## src/rtl/serial_accum_pkg.sv

```systemverilog
// rtl/serial_accum_pkg.sv - shared constants and types for the bit-serial accumulator
package serial_accum_pkg;

  localparam int WIDTH_DEF = 8;
  localparam int CNT_W     = $clog2(WIDTH_DEF);

  typedef enum logic {OP_ADD = 1'b0, OP_SUB = 1'b1} op_t;
  typedef enum logic {IDLE = 1'b0, SHIFT = 1'b1} state_t;

  // Counter width for any legal WIDTH; WIDTH=2 still needs one bit.
  function automatic int cnt_width(input int w);
    return (w > 2) ? $clog2(w) : 1;
  endfunction

endpackage

```

## src/rtl/serial_add_bit.sv

```systemverilog
// rtl/serial_add_bit.sv - one-bit full adder with registered carry for serial arithmetic
module serial_add_bit (
  input  logic clk,
  input  logic rst,
  input  logic a,
  input  logic b,
  input  logic load,
  input  logic init,
  input  logic en,
  output logic s,
  output logic cout
);

  logic carry;
  logic cin;

  // load substitutes init for the stored carry on the first bit of a word
  assign cin  = load ? init : carry;
  assign s    = a ^ b ^ cin;
  assign cout = (a & b) | (a & cin) | (b & cin);

  always_ff @(posedge clk) begin
    if (rst) begin
      carry <= 1'b0;
    end else if (en) begin
      carry <= cout;
    end
  end

endmodule

```

## src/rtl/serial_accum.sv

```systemverilog
// rtl/serial_accum.sv - bit-serial add/subtract accumulator, LSB first, sticky overflow
// Define SERIAL_ACCUM_SAT_EN to saturate on overflow/underflow instead of wrapping.
import serial_accum_pkg::*;

module serial_accum #(
  parameter int WIDTH = WIDTH_DEF
) (
  input  logic             clk,
  input  logic             rst,
  input  logic             clr,
  input  logic             din,
  input  logic             din_valid,
  input  logic             sub,
  output logic [WIDTH-1:0] sum,
  output logic             done,
  output logic             busy,
  output logic             ovf
);

  localparam int             CW   = cnt_width(WIDTH);
  localparam logic [CW-1:0] LAST = CW'(WIDTH - 1);

  logic [WIDTH-1:0] acc;
  logic [CW-1:0]    cnt;
  op_t              op_q;
  state_t           state;

  logic             first;
  logic             last;
  logic             op_cur;
  logic             b;
  logic             s;
  logic             k;
  logic             ovf_now;
  logic [WIDTH-1:0] res_wrap;
  logic [WIDTH-1:0] res;

  assign first  = (cnt == '0);
  assign last   = (cnt == LAST);
  // sub is only honoured on the first bit; afterwards the latched op rules
  assign op_cur = first ? sub : (op_q == OP_SUB);
  assign b      = din ^ op_cur;

  serial_add_bit u_add (
    .clk  (clk),
    .rst  (rst | clr),
    .a    (acc[0]),
    .b    (b),
    .load (first),
    .init (op_cur),
    .en   (din_valid),
    .s    (s),
    .cout (k)
  );

  assign res_wrap = {s, acc[WIDTH-1:1]};
  // Add overflows on carry-out; subtract underflows when no carry (borrow).
  assign ovf_now  = op_cur ? ~k : k;

`ifdef SERIAL_ACCUM_SAT_EN
  assign res = ovf_now ? (op_cur ? '0 : '1) : res_wrap;
`else
  assign res = res_wrap;
`endif

  assign busy = (state == SHIFT);

  always_ff @(posedge clk) begin
    if (rst || clr) begin
      acc   <= '0;
      cnt   <= '0;
      op_q  <= OP_ADD;
      state <= IDLE;
      sum   <= '0;
      done  <= 1'b0;
      ovf   <= 1'b0;
    end else begin
      done <= 1'b0;
      if (din_valid) begin
        if (first) begin
          op_q <= op_t'(sub);
        end
        if (last) begin
          acc   <= res;
          sum   <= res;
          cnt   <= '0;
          state <= IDLE;
          done  <= 1'b1;
          if (ovf_now) begin
            ovf <= 1'b1;
          end
        end else begin
          acc   <= res_wrap;
          cnt   <= cnt + 1'b1;
          state <= SHIFT;
        end
      end
    end
  end

endmodule

```

## config.mk

```make
export PLATFORM = sky130hd
export DESIGN_NAME = serial_accum
export DESIGN_NICKNAME = d
export VERILOG_FILES = /design/src/rtl/serial_accum_pkg.sv /design/src/rtl/serial_add_bit.sv /design/src/rtl/serial_accum.sv
export SDC_FILE = /design/constraint.sdc
export NUM_CORES = 1
export LEC_CHECK = 0
export ABC_CLOCK_PERIOD_IN_PS = 4500
export CORE_MARGIN = 2
export CORE_UTILIZATION = 30
export CTS_CLUSTER_SIZE = 10
export DETAILED_ROUTE_END_ITERATION = 12
export PLACE_DENSITY = 0.51
export SETUP_SLACK_MARGIN = 0.4
export SLEW_MARGIN = 20
export SYNTH_ARGS = -nofsm -noshare
export SYNTH_HDL_FRONTEND = slang
export SYNTH_SLANG_ARGS = --single-unit
```

## constraint.sdc

```tcl
create_clock -name clk -period 4.5 [get_ports clk]
set_clock_uncertainty 0.15 [all_clocks]
set_input_delay 1.125 -clock clk [delete_from_list [all_inputs] [get_ports clk]]
set_output_delay 1.125 -clock clk [all_outputs]
set_load 0.03 [all_outputs]
```

==> flow_summary.json <==
{
  "diodes": 0,
  "h-tree-depth": 1,
  "synth_area_um2": 1000,
  "design_area_um2": 1220,
  "postRouteAntennaNets": 0,
  "syn_area_per_cell_um2": 9.71,
  "synth_top_cell_area_share": 0.481,
  "ys_seq_area_frac": 0.481,
  "die_w_um": 61.7,
  "r2r_cells": 7,
  "grt_max_degree": 24,
  "core_um2": 3100,
  "area_growth_pct": 22.4,
  "gpl.final_weighted_congestion": 0.683,
  "synth_seq_cells": 24,
  "tightest_slew_ns": 0.846,
  "maxCapViolations": 0,
  "first_global_vias": 682,
  "cp-end-kind": "flip-flop",
  "grt_pass1_wl_um": 2900,
  "syn_inst": 103,
  "drc": 0,
  "overflow": 0,
  "syn_nets": 113,
  "relSlewSlack": 0.436,
  "min_period_ns": 2.71,
  "status": "finished clean",
  "rsz0062_at_grt": "no",
  "synth.area.top_cells": "dfxtp_1 48%, mux2i_1 10%, nand2_1 6.0%, nor2_1 5.6%, a21oi_1 4.0%",
  "postCtsSetupRepairBufs": 0,
  "drt_iter0_drc": 4,
  "power_density_nw_per_um2": 327,
  "final_common_cell": "dfxtp_1",
  "max-vdd-ir-drop_uv": 99.8,
  "clock_latency_ns": 0.31,
  "fmax_mhz": 369,
  "p_leak_uw": 0.000448,
  "antenna_found_initial": 0,
  "cts_buffer_depth": 2,
  "finalMaxSlewViolations": 0,
  "post-route-period-util": 0.603,
  "dp_hpwl_um": 1210,
  "critPathArrivalTime_ns": 2.80,
  "reg2reg_to": "acc[7]",
  "portBuffers": 16,
  "final_util": 0.394,
  "start_kind": "input port",
  "tns_ns": 0,
  "critPathCapture": "acc[7]",
  "crit_fanout": 3,
  "routedWlPerCell_um": 10.7,
  "numCtsBuffers": 3,
  "cts_resized": 0,
  "drive_gt1_frac": 0.0932,
  "wirelength_um": 1730,
  "yosysTopAreaCell": "dfxtp_1",
  "place_area_um2": 1170,
  "synth_warnings": 0,
  "layout_common_cells": "24 x dfxtp_1, 16 x nand2_1, 16 x clkdlybuf4s50_1",
  "via_count": 726,
  "die_area_um2": 3810,
  "clkSlewWorstSetupHoldPaths_ns": 0.14,
  "pin_count": 17,
  "cp.required_ns": 4.59,
  "die_h_um": 61.7,
  "synthDistinctLibCells": 24,
  "floorplan.initialDensity": 0.322,
  "cts_tree": "done",
  "final_nets": 129,
  "hold_path.class": "reg -> reg",
  "row_count": 20,
  "worstSetupStartpoint": "sub",
  "setup_viol": 0,
  "cts_root_buffer": "clkbuf_4",
  "regToRegSetupSlack_ns": 2.36,
  "grt_usage": 0.106,
  "cts.sinks": 24,
  "hold_buffers": 0,
  "path_class": "in -> reg",
  "vias_per_cell": 4.48,
  "reg2reg_from": "cnt[0]",
  "dr.pass1.iters": 4,
  "hold_violations": 0
}
-- stage by stage --
step	total power, uW	hold slack, ns	setup WS [ns]	std cells
global placement	251	0.293	1.50	158
finish	401	0.314	1.79	162
global route	420	0.334	1.70	162
detailed placement	251	0.300	1.46	158
CTS	408	0.319	1.80	162
floorplan	244	0.292	1.95	103
-- routing by layer --
layer | share of wire | vias to the layer above | global-route usage
met4 | 0.019 | 0 | 0.0729
met2 | 0.46 | 7 | 0.171
met1 | 0.51 | 346 | 0.128
met5 | 0 | - | 0
met3 | 0.012 | 2 | 0.0186
li1 | - | 371 | -
-- critical path, cell delays in order --
cell and delay (ns):
clkdlybuf4s50_1 0.39, and3b_1 0.21, a21oi_2 0.18, xor2_1 0.19, fa_1 0.48, a211oi_2 0.22
-- power breakdown --
| group | switching (uW) | internal, uW | total, uW |
|---|---|---|---|
| Combinational | 15.9 | 13.5 | 29.4 |
| Clock | 64.5 | 90.0 | 155 |
| Sequential | 1.75 | 215 | 217 |
-- Yosys cell counts --
cell,n
a2111o_1,1
a211oi_1,2
a211oi_2,2
a21oi_1,8
a21oi_2,1
and2_4,1
and3b_1,1
buf_2,2
buf_4,1
buf_6,3
dfxtp_1,24
fa_1,1
ha_1,3
inv_1,5
mux2i_1,10
nand2_1,16
nand2b_1,1
nand4bb_1,1
nor2_1,15
nor2_2,1
nor3_2,1
o221ai_1,1
or2_1,1
xor2_1,1
-- how the worst min path moves through the flow --
stage | slack (ns) | cells after the start | end | start
6_report | 0.31 | 2 | sum[4] | sum[4]
5_1_grt | 0.33 | 2 | sum[4] | sum[4]
4_1_cts | 0.32 | 2 | sum[4] | sum[4]
3_5_place_dp | 0.30 | 2 | sum[4] | sum[4]
3_3_place_gp | 0.29 | 2 | sum[6] | sum[6]
2_1_floorplan | 0.29 | 2 | sum[0] | acc[1]
-- cell families (layout without fill, tap and decap cells) --
group,after synthesis,count (layout),share of synthesized area
AND/OR/NAND/NOR,38,38,0.174
flip-flops,24,24,0.481
AO/OA/AOI/OAI,15,15,0.109
buffers and inverters,11,26,0.0701
multiplexers,10,10,0.100
adder cells (fa/ha/maj),4,4,0.0576
XOR/XNOR,1,1,0.00876
-- sequential cells by signal, summed over array words and instances, names as in the netlist --
name	count
sum	8
ovf	1
cnt	3
op_q	1
acc	8
busy	1
done	1
u_add.carry	1
-- layout make-up --
class                      instances  area (um^2)
sequential                        24          480
timing repair buffer              17          168
inverter                           5         18.8
multi-input combinational         68          449
fill                             351         1880
clock buffer                       3         22.5
tap                               44         55.1
clock inverter                     1         30.0
No activity file was read; power rests on OpenSTA's default activity.
